## config.mk

```make
export PLATFORM = sky130hd
export DESIGN_NAME = ref_read_arbiter
export DESIGN_NICKNAME = d
export VERILOG_FILES = /design/src/rtl/sw_pkg.sv /design/src/rtl/rr_arbiter.sv /design/src/rtl/ref_read_arbiter.sv
export SDC_FILE = /design/constraint.sdc
export NUM_CORES = 1
export LEC_CHECK = 0
export CORE_AREA = 2 2 310 312
export DETAILED_ROUTE_END_ITERATION = 7
export DIE_AREA = 0 0 312 314
export PLACE_DENSITY = 0.33
export SLEW_MARGIN = 20
export SYNTH_ARGS = -nofsm -noshare
export SYNTH_HDL_FRONTEND = slang
export SYNTH_SLANG_ARGS = --single-unit
export TNS_END_PERCENT = 20
```

## constraint.sdc

```tcl
create_clock -name clk -period 6 [get_ports clk]
set_clock_uncertainty 0.15 [all_clocks]
set_input_delay 1.2 -clock clk [delete_from_list [all_inputs] [get_ports clk]]
set_output_delay 1.2 -clock clk [all_outputs]
set_load 0.02 [all_outputs]
```

## src/rtl/sw_pkg.sv

```systemverilog
// rtl/sw_pkg.sv - shared widths and state encoding for the reference read path
//
// Purpose: common definitions used by the reference arbiter and its picker.
//   REF_ADDR_W      : DRAM reference address width
//   REF_LEN_W       : reference block-count width
//   ref_arb_state_t : arbiter FSM encoding
//   rr_wrap         : modular wrap for round-robin index arithmetic
package sw_pkg;

  localparam int REF_ADDR_W = 25;
  localparam int REF_LEN_W  = 25;

  typedef enum logic [1:0] {
    ARB_IDLE   = 2'd0,
    ARB_ISSUE  = 2'd1,
    ARB_STREAM = 2'd2
  } ref_arb_state_t;

  // Wrap an index that is at most one period past the modulus.
  function automatic int rr_wrap(input int v, input int n);
    return (v >= n) ? (v - n) : v;
  endfunction

endpackage

```

## src/rtl/rr_arbiter.sv

```systemverilog
// rtl/rr_arbiter.sv - combinational round-robin priority picker
//
// Purpose: choose the first asserted request searching upward from last_i+1,
// wrapping modulo N, so the previous winner has the lowest priority.
// Ports:
//   req_i   : request vector
//   last_i  : index of the previous winner
//   grant_o : one-hot winner (zero when no request)
//   idx_o   : binary index of the winner
//   valid_o : at least one request present
module rr_arbiter
  import sw_pkg::*;
#(
  parameter int N     = 4,
  parameter int IDX_W = (N > 1) ? $clog2(N) : 1
) (
  input  logic [N-1:0]     req_i,
  input  logic [IDX_W-1:0] last_i,
  output logic [N-1:0]     grant_o,
  output logic [IDX_W-1:0] idx_o,
  output logic             valid_o
);

  int               cand;
  logic [IDX_W-1:0] cand_idx;

  // Offsets 1..N visit every requester once, ending on last_i itself so a
  // lone requester can win back-to-back.
  always_comb begin
    grant_o  = '0;
    idx_o    = '0;
    valid_o  = 1'b0;
    cand     = 0;
    cand_idx = '0;
    for (int k = 1; k <= N; k++) begin
      cand     = rr_wrap(int'(last_i) + k, N);
      cand_idx = IDX_W'(cand);
      if (!valid_o && req_i[cand_idx]) begin
        valid_o           = 1'b1;
        grant_o[cand_idx] = 1'b1;
        idx_o             = cand_idx;
      end
    end
  end

endmodule

```

## src/rtl/ref_read_arbiter.sv

```systemverilog
// rtl/ref_read_arbiter.sv - round-robin sharing of one DRAM reference reader between engines
//
// Purpose: accept one engine's reference read request at a time, forward it to
// the reader, then steer the returned blocks to that engine until the
// requested count has transferred.
// Ports:
//   clk, rst                    : clock, asynchronous active-low reset
//   eng_ref_addr_in/length_in   : per-engine request, 25 bits per engine packed
//   eng_ref_info_valid_in       : per-engine request valid
//   eng_ref_info_rdy_out        : one-cycle accept pulse to the winner
//   eng_ref_seq_block_out       : block data broadcast to all engines
//   eng_ref_seq_block_valid_out : block valid, owning engine only
//   eng_ref_seq_block_rdy_in    : per-engine block accept
//   rd_ref_addr/length_out      : latched request towards the reader
//   rd_ref_info_valid_out/rdy_in: request handshake with the reader
//   rd_ref_seq_block_in/valid_in: block stream from the reader
//   rd_ref_seq_block_rdy_out    : block accept towards the reader
//   grant_out                   : one-hot current owner, zero when idle
//   busy_out                    : arbiter not idle
module ref_read_arbiter
  import sw_pkg::*;
#(
  parameter int NUM_ENGINES = 4,
  parameter int REF_LENGTH  = 128
) (
  input  logic                              clk,
  input  logic                              rst,
  input  logic [REF_ADDR_W*NUM_ENGINES-1:0] eng_ref_addr_in,
  input  logic [REF_LEN_W*NUM_ENGINES-1:0]  eng_ref_length_in,
  input  logic [NUM_ENGINES-1:0]            eng_ref_info_valid_in,
  output logic [NUM_ENGINES-1:0]            eng_ref_info_rdy_out,
  output logic [2*REF_LENGTH-1:0]           eng_ref_seq_block_out,
  output logic [NUM_ENGINES-1:0]            eng_ref_seq_block_valid_out,
  input  logic [NUM_ENGINES-1:0]            eng_ref_seq_block_rdy_in,
  output logic [REF_ADDR_W-1:0]             rd_ref_addr_out,
  output logic [REF_LEN_W-1:0]              rd_ref_length_out,
  output logic                              rd_ref_info_valid_out,
  input  logic                              rd_ref_info_rdy_in,
  input  logic [2*REF_LENGTH-1:0]           rd_ref_seq_block_in,
  input  logic                              rd_ref_seq_block_valid_in,
  output logic                              rd_ref_seq_block_rdy_out,
  output logic [NUM_ENGINES-1:0]            grant_out,
  output logic                              busy_out
);

  localparam int IDX_W = (NUM_ENGINES > 1) ? $clog2(NUM_ENGINES) : 1;

  ref_arb_state_t             state_q, state_d;
  logic [IDX_W-1:0]           last_q, last_d;
  logic [REF_ADDR_W-1:0]      addr_q, addr_d;
  logic [REF_LEN_W-1:0]       len_q, len_d;
  logic [NUM_ENGINES-1:0]     grant_q, grant_d;
  logic [REF_LEN_W-1:0]       blocks_left_q, blocks_left_d;
  logic [NUM_ENGINES-1:0]     info_rdy_q, info_rdy_d;

  logic [NUM_ENGINES-1:0]     arb_req;
  logic [NUM_ENGINES-1:0]     arb_grant;
  logic [IDX_W-1:0]           arb_idx;
  logic                       arb_valid;
  logic [REF_ADDR_W-1:0]      win_addr;
  logic [REF_LEN_W-1:0]       win_len;
  logic                       in_stream;
  logic                       blk_xfer;

  // The engine being acknowledged this cycle still shows its old valid; it
  // must not be mistaken for a fresh request (matters after a zero-length
  // request, where the arbiter is back in IDLE during the pulse).
  assign arb_req = eng_ref_info_valid_in & ~info_rdy_q;

  rr_arbiter #(
    .N     (NUM_ENGINES),
    .IDX_W (IDX_W)
  ) u_rr_arbiter (
    .req_i   (arb_req),
    .last_i  (last_q),
    .grant_o (arb_grant),
    .idx_o   (arb_idx),
    .valid_o (arb_valid)
  );

  assign win_addr = eng_ref_addr_in[int'(arb_idx)*REF_ADDR_W +: REF_ADDR_W];
  assign win_len  = eng_ref_length_in[int'(arb_idx)*REF_LEN_W +: REF_LEN_W];

  // Block path is pure steering: no storage, so neither direction adds latency.
  assign in_stream                   = (state_q == ARB_STREAM);
  assign eng_ref_seq_block_out       = rd_ref_seq_block_in;
  assign eng_ref_seq_block_valid_out = (in_stream && rd_ref_seq_block_valid_in) ? grant_q : '0;
  assign rd_ref_seq_block_rdy_out    = in_stream && |(grant_q & eng_ref_seq_block_rdy_in);
  assign blk_xfer                    = rd_ref_seq_block_valid_in && rd_ref_seq_block_rdy_out;

  assign eng_ref_info_rdy_out  = info_rdy_q;
  assign rd_ref_addr_out       = addr_q;
  assign rd_ref_length_out     = len_q;
  assign rd_ref_info_valid_out = (state_q == ARB_ISSUE);
  assign grant_out             = grant_q;
  assign busy_out              = (state_q != ARB_IDLE);

  always_ff @(posedge clk or negedge rst) begin
    if (!rst) begin
      state_q       <= ARB_IDLE;
      last_q        <= IDX_W'(NUM_ENGINES - 1);
      addr_q        <= '0;
      len_q         <= '0;
      grant_q       <= '0;
      blocks_left_q <= '0;
      info_rdy_q    <= '0;
    end else begin
      state_q       <= state_d;
      last_q        <= last_d;
      addr_q        <= addr_d;
      len_q         <= len_d;
      grant_q       <= grant_d;
      blocks_left_q <= blocks_left_d;
      info_rdy_q    <= info_rdy_d;
    end
  end

  always_comb begin
    state_d       = state_q;
    last_d        = last_q;
    addr_d        = addr_q;
    len_d         = len_q;
    grant_d       = grant_q;
    blocks_left_d = blocks_left_q;
    info_rdy_d    = '0;

    unique case (state_q)
      ARB_IDLE: begin
        if (arb_valid) begin
          info_rdy_d = arb_grant;
          last_d     = arb_idx;
          addr_d     = win_addr;
          len_d      = win_len;
          // A zero-length request is acknowledged and consumes its turn,
          // but nothing is sent to the reader.
          if (win_len != '0) begin
            grant_d = arb_grant;
            state_d = ARB_ISSUE;
          end
        end
      end

      ARB_ISSUE: begin
        if (rd_ref_info_rdy_in) begin
          blocks_left_d = len_q;
          state_d       = ARB_STREAM;
        end
      end

      ARB_STREAM: begin
        if (blk_xfer) begin
          blocks_left_d = blocks_left_q - REF_LEN_W'(1);
          if (blocks_left_q == REF_LEN_W'(1)) begin
            grant_d = '0;
            state_d = ARB_IDLE;
          end
        end
      end

      default: begin
        grant_d = '0;
        state_d = ARB_IDLE;
      end
    endcase
  end

endmodule

```

=== Yosys cells after proc, flatten, opt, wreduce, memory -nomap -nowiden ===
Cells that the tools add are included.

* Input bits: 468
* Output and inout bits: 321
* Flip-flop bits (word level): 87
* Word-level logic and storage cells: 117

* Multiplexer cells: 49
* Shift-type cells: 2
* Order comparisons: 12
* Equal/unequal tests: 8
* Multipliers: 1
* Bitwise logic cells: 7
* Reduce and logical (&&, ||, !) cells: 22
* $add $sub $neg: 9

{| class="wikitable"
|+ Operators by type and width
! operator !! count
|-
| 100-bit by 32-bit indexed part select with 25-bit output || 1
|-
| 100-bit by 8-bit indexed part select with 25-bit output || 1
|-
| 25-bit 2-to-1 mux || 2
|-
| 25-bit one-hot mux with 2 select lines || 1
|-
| 4-bit 2-to-1 mux || 11
|-
| 2-bit 2-to-1 mux || 13
|-
| 25-bit by 1-bit == test with 1-bit output, second input constant || 1
|-
| 25-bit nonzero test || 1
|-
| 25-bit by 1-bit subtractor with 25-bit output, second input constant || 1
|-
| 2-bit by 3-bit less-than comparator with 1-bit output, second input constant || 4
|-
| 1-bit 2-to-1 mux || 12
|-
| 4-bit OR || 3
|-
| 4-bit one-hot mux with 3 select lines || 1
|-
| 1-bit logical AND || 10
|-
| 5-bit AND reduction || 2
|-
| 3-bit >= comparator, second input constant || 3
|-
| 4-bit bitwise AND || 2
|-
| 1-bit binary-select mux with 2-bit select || 4
|-
| 1-bit demux with 2-bit select || 4
|-
| 2-bit by 1-bit >= comparator with 1-bit output, second input constant || 4
|-
| 2-bit by 1-bit subtractor with 2-bit output, second input constant || 4
|-
| 2-bit by 5-bit multiplier with 7-bit output, second input constant || 1
|-
| 2-bit by 2-bit adder with 3-bit output, second input constant || 2
|-
| 2-bit by 1-bit != test with 1-bit output, second input constant || 3
|-
| other kinds (15) || 19
|}

=== Longest topological paths before layout ===
* Word-level depth: 21
* Depth in mapped cells: 10
* Gate-level depth less buffers: 9

=== By module ===
Synthesis repeated with hierarchy kept, for this count alone.

* Cell total of the unflattened synthesis: 768
* Area, all modules: 7,747.4 um^2

{| class="wikitable"
|+ By module, submodules not included
! module !! area each (um^2) !! sequential area each (um^2) !! times used !! cells each
|-
| ref_read_arbiter || 7,221.9 || 2,179.6 || 1 || 700
|-
| rr_arbiter || 525.5 || 0.0 || 1 || 68
|}

=== Worst setup path after synthesis ===
Ideal clock, no wire load.

* Path type: input port to flip-flop
* From: input eng_ref_info_valid_in[1]
* To: register grant_q[1], in the netlist grant_out[1]
* Slack: 2,548 ps
* Arrival: 3,175 ps
* Path buffers: 1
* Cell stages on the path: 8
* Cells stage by stage: nor2b_1 -> buf_6 -> mux4_2 -> nor2b_4 -> or3_4 -> and4_1 -> o21ai_2 -> mux2_1

* Word-level cells in the longest chain between the ends: 18
* Elaborated cells on any way between the ends: 39

{| class="wikitable"
|+ Ends and longest elaborated chain
! what !! line !! RTL
|-
| start, declared || ref_read_arbiter.sv:30 || <nowiki>input logic [NUM_ENGINES-1:0] eng_ref_info_valid_in,</nowiki>
|-
| 4-bit bitwise AND (*) || ref_read_arbiter.sv:68 || <nowiki>assign arb_req = eng_ref_info_valid_in & ~info_rdy_q;</nowiki>
|-
| 1-bit binary-select mux with 2-bit select || rr_arbiter.sv:38 || <nowiki>if (!valid_o && req_i[cand_idx]) begin</nowiki>
|-
| 1-bit 2-to-1 mux (not written as such) || rr_arbiter.sv:38 ||
|-
| 1-bit 2-to-1 mux || rr_arbiter.sv:38 ||
|-
| 1-bit logical NOT || rr_arbiter.sv:38 ||
|-
| 1-bit logical AND || rr_arbiter.sv:38 ||
|-
| 1-bit 2-to-1 mux || rr_arbiter.sv:38 ||
|-
| 1-bit logical NOT || rr_arbiter.sv:38 ||
|-
| (+2 left out) || n/a ||
|-
| 1-bit logical NOT || rr_arbiter.sv:38 ||
|-
| 1-bit logical AND || rr_arbiter.sv:38 ||
|-
| 2-bit 2-to-1 mux || rr_arbiter.sv:38 ||
|-
| 2-bit by 5-bit multiplier with 7-bit output || ref_read_arbiter.sv:82 || <nowiki>assign win_len = eng_ref_length_in[int'(arb_idx)*REF_LEN_W +: REF_LEN_W];</nowiki>
|-
| 100-bit by 8-bit indexed part select with 25-bit output || ref_read_arbiter.sv:82 ||
|-
| 25-bit nonzero test || ref_read_arbiter.sv:136 || <nowiki>if (win_len != '0) begin</nowiki>
|-
| 2-bit != test (no line) || n/a ||
|-
| 5-bit AND reduction (no line) || n/a ||
|-
| end signal, assigned || ref_read_arbiter.sv:112 || <nowiki>grant_q <= grant_d;</nowiki>
|-
| end, declared || ref_read_arbiter.sv:52 || <nowiki>logic [NUM_ENGINES-1:0] grant_q, grant_d;</nowiki>
|}

Every way passes the cells marked *; elsewhere a longest branch is shown, timed or not. The select of a mux whose other input is x is not followed.
A chain may end at the register's enable or synchronous reset.

=== Final worst setup path ===
* From: input eng_ref_info_valid_in[1]
* To: register len_q[14], in the netlist rd_ref_length_out[14]

* Word-level cells in the longest chain between the ends: 15
* Elaborated cells on any way between the ends: 26

{| class="wikitable"
|+ Ends and longest elaborated chain
! what !! line !! RTL
|-
| 4-bit bitwise AND (*) || ref_read_arbiter.sv:68 ||
|-
| 1-bit binary-select mux with 2-bit select || rr_arbiter.sv:38 ||
|-
| 1-bit 2-to-1 mux (not written as such) || rr_arbiter.sv:38 ||
|-
| 1-bit 2-to-1 mux || rr_arbiter.sv:38 ||
|-
| 1-bit logical NOT || rr_arbiter.sv:38 ||
|-
| 1-bit logical AND || rr_arbiter.sv:38 ||
|-
| 1-bit 2-to-1 mux || rr_arbiter.sv:38 ||
|-
| 1-bit logical NOT || rr_arbiter.sv:38 ||
|-
| 1-bit logical AND || rr_arbiter.sv:38 ||
|-
| 1-bit 2-to-1 mux || rr_arbiter.sv:38 ||
|-
| 1-bit logical NOT || rr_arbiter.sv:38 ||
|-
| 1-bit logical AND || rr_arbiter.sv:38 ||
|-
| 2-bit 2-to-1 mux || rr_arbiter.sv:38 ||
|-
| 2-bit by 5-bit multiplier with 7-bit output || ref_read_arbiter.sv:82 ||
|-
| 100-bit by 8-bit indexed part select with 25-bit output || ref_read_arbiter.sv:82 ||
|-
| end signal, assigned || ref_read_arbiter.sv:111 || <nowiki>len_q <= len_d;</nowiki>
|-
| end, declared || ref_read_arbiter.sv:51 || <nowiki>logic [REF_LEN_W-1:0] len_q, len_d;</nowiki>
|}

Marked as above.

==> out/results.tsv <==
metric	value	unit
antenna_found_initial	13	
rows	113	
grt_start_max_net_pins	56	
boundaryPins	789	
crit_type	primary input to flop	
cts_max_level	3	
ys_seq_elements	87	
cts_buffers	9	
cts_tree	built	
drive_above_1_share	6.70	%
synth-edff-count	0	
yosys_warnings	0	
status	completed	
period_share	74.5	%
dpl_worst_slack	1.17	ns
rsz0062_at_grt	no	
cp_data_required_time	6.08	ns
synth-adder-area-share	1.58	%
cts-root-buf	clkbuf_16	
gp_congestion	0.721	
drc	0	
grt_pass1_vias	7221	
core_area	0.0944	sq mm
final_nets	1368	
wirelength	43700	um
p_leak	3.69	nW
routed_via_density	3.10	
yosysSeqAreaShare	27.5	%
synth_top_family_by_area	buffers and inverters	
cts_resized	0	
dieArea	0.0980	sq mm
syn_inst	886	
cts.sinks	87	
grt_pass1_wl	59200	um
dpl.hpwl	36800	um
vias	6706	
post_cts_buffers	0	
clk_latency	0.38	ns
seqCellArea	0.00218	sq mm
firstDrtPassIters	7	
critPathArrivalTime	4.55	ns
worst_slew_pin_slew	0.920	ns
yosysTopAreaCellShare	26.8	%
slew_viol_final	0	
port_buffers	276	
fmax	224	MHz
period_minus_slack	4.47	ns
synth.area.top_cells	dfrtp_1, buf_4, mux2i_1	
worstSetupStartpointType	primary input	
diodes	0	
relSlewSlack	37.1	%
syn2layout_area_growth	32.6	%
reg2reg_depth	8	
cts_buffer_depth	2	
synth_compound_area_share	14.7	%
initial_core_util	8.39	%
synth_area	0.00793	sq mm
end_kind	flop	
wl_per_cell	20.2	um
synth_async_sr_flop_share	100	%
synth.largest_area_cell	dfrtp_1	
hp-class	flop to flop	
multi_input_area	0.00349	sq mm
hold_viol_final	0	
path_max_fanout	55	
setup_viol	0	
synth_xor_area_share	0	%
setup_slack	1.53	ns
die_width	312	um
synth_mux_area_share	13.5	%
grt.total_usage	8.77	%
holdBufCountCts	0	
p_per_area	504	mW/mm^2
synthDistinctLibCells	62	
synth-simple-area-share	13.7	%
die_h	314	um
vdd_drop_max	0.000331	V
clk_pin_slew	0.08	ns
totalNegativeSetupSlack	0	ns
maxCapViolations	0	
ant_nets	0	
drtIter0Drc	320	
overflow	0	
syn-num-nets	1364	
holdPathStages	2	
fillers	10928	
avgSynthCellArea	8.94	sq um
synth_flop_cell	dfrtp_1	
-- kinds of logic after synthesis --
family,count (synthesis)
buffers and inverters,308
AO/OA/AOI/OAI,168
flip-flops,87
AND/OR/NAND/NOR,209
multiplexers,104
adder cells (fa/ha/maj),10
-- report_power, final --
group | leakage, nW | internal [mW] | switching [mW] | total [mW]
registers | 1.08 | 0.880 | 0.371 | 1.25
clock network | 0.159 | 0.380 | 0.301 | 0.681
logic | 2.45 | 1.44 | 1.93 | 3.37
-- layout make-up --
| class | instances | area share, % |
|---|---|---|
| clock buffer | 10 | 2.27 |
| clock inverter | 6 | 0.857 |
| inverter | 8 | 0.286 |
| multi-input combinational | 491 | 33.2 |
| sequential | 87 | 20.7 |
| tap | 1265 | 15.1 |
| timing repair buffer | 293 | 27.6 |
-- sequential cells by signal, indices dropped and copies added, names as in the netlist --
| signal | flops |
|---|---|
| blocks_left_q | 25 |
| rd_ref_addr_out | 25 |
| rd_ref_length_out | 25 |
| last_q | 2 |
| grant_out | 4 |
| state_q | 2 |
| eng_ref_info_rdy_out | 4 |
-- critical path, stage by stage --
cell             delay (ns)
clkdlybuf4s50_1        0.46
nor2b_1                0.52
mux4_2                 0.44
nor2b_4                0.08
or3_4                  0.41
nand2_8                0.45
mux2i_1                0.72
o221ai_1               0.19
-- per-layer routing --
metal	up-vias	part of all wire, %	track usage [%]
met2	389	47	14.5
met3	146	11	4.37
met5	-	0.28	0
met1	3196	38	9.40
met4	20	4.3	3.92
li1	2955	-	-
-- cells in the final DEF, fill, tap and decap left out, types with 3 or more instances in the layout --
cell type        count
o21ai_0             33
clkdlybuf4s50_1    275
nand4_1              5
ha_1                10
inv_1                8
o221ai_1            50
a22oi_1              8
buf_4               17
a21oi_1             37
o22ai_1              4
a22o_1               4
mux2i_1            100
or4_4                4
nand2b_1             7
and3_1               5
nor4_1              29
a222oi_1             4
a31oi_1              3
nor3_1              17
o21ai_1              7
nor2_1              31
nor2b_1              6
clkbuf_16            9
nand2_1             71
dfrtp_1             85
nand3_1             12
-- cell usage after synthesis (all sizes together), types with 3 or more instances --
cell,count
nor4,32
or3,4
nor2b,9
or4,5
o22ai,4
clkbuf,26
nand3,13
nand2,73
nor2,31
nand2b,7
and3,5
dfrtp,85
a22o,4
o221ai,50
nand4,5
nor3,18
o21ai,41
ha,10
inv,8
a22oi,8
a21oi,39
mux2i,100
a222oi,4
a31oi,3
buf,274
-- final timing paths --
kind | to | start | slack (ns)
worst max-delay path | rd_ref_length_out[14] | eng_ref_info_valid_in[1] | 1.53
min in group asynchronous | rd_ref_addr_out[12] | rst | 0.57
max in group asynchronous | state_q[1] | rst | 4.14
worst min-delay path | rd_ref_addr_out[22] | rd_ref_addr_out[22] | 0.35
worst max register to register | rd_ref_length_out[14] | last_q[0] | 1.76
worst min register to register | rd_ref_addr_out[22] | rd_ref_addr_out[22] | 0.35
-- metrics by stage --
stage	cells	hold slack, ns	utilization, %	total power [mW]	cell area [sq um]
after floorplan	886	0.293	-	3.77	7930
after global placement	2144	0.312	10.8	4.71	10200
after detailed placement	2144	0.323	10.8	4.73	10200
after CTS	2160	0.350	11.1	5.45	10500
after global routing	2160	0.370	11.1	5.74	10500
final	2160	0.346	11.1	5.30	10500
(Power assumes the default switching activity.)
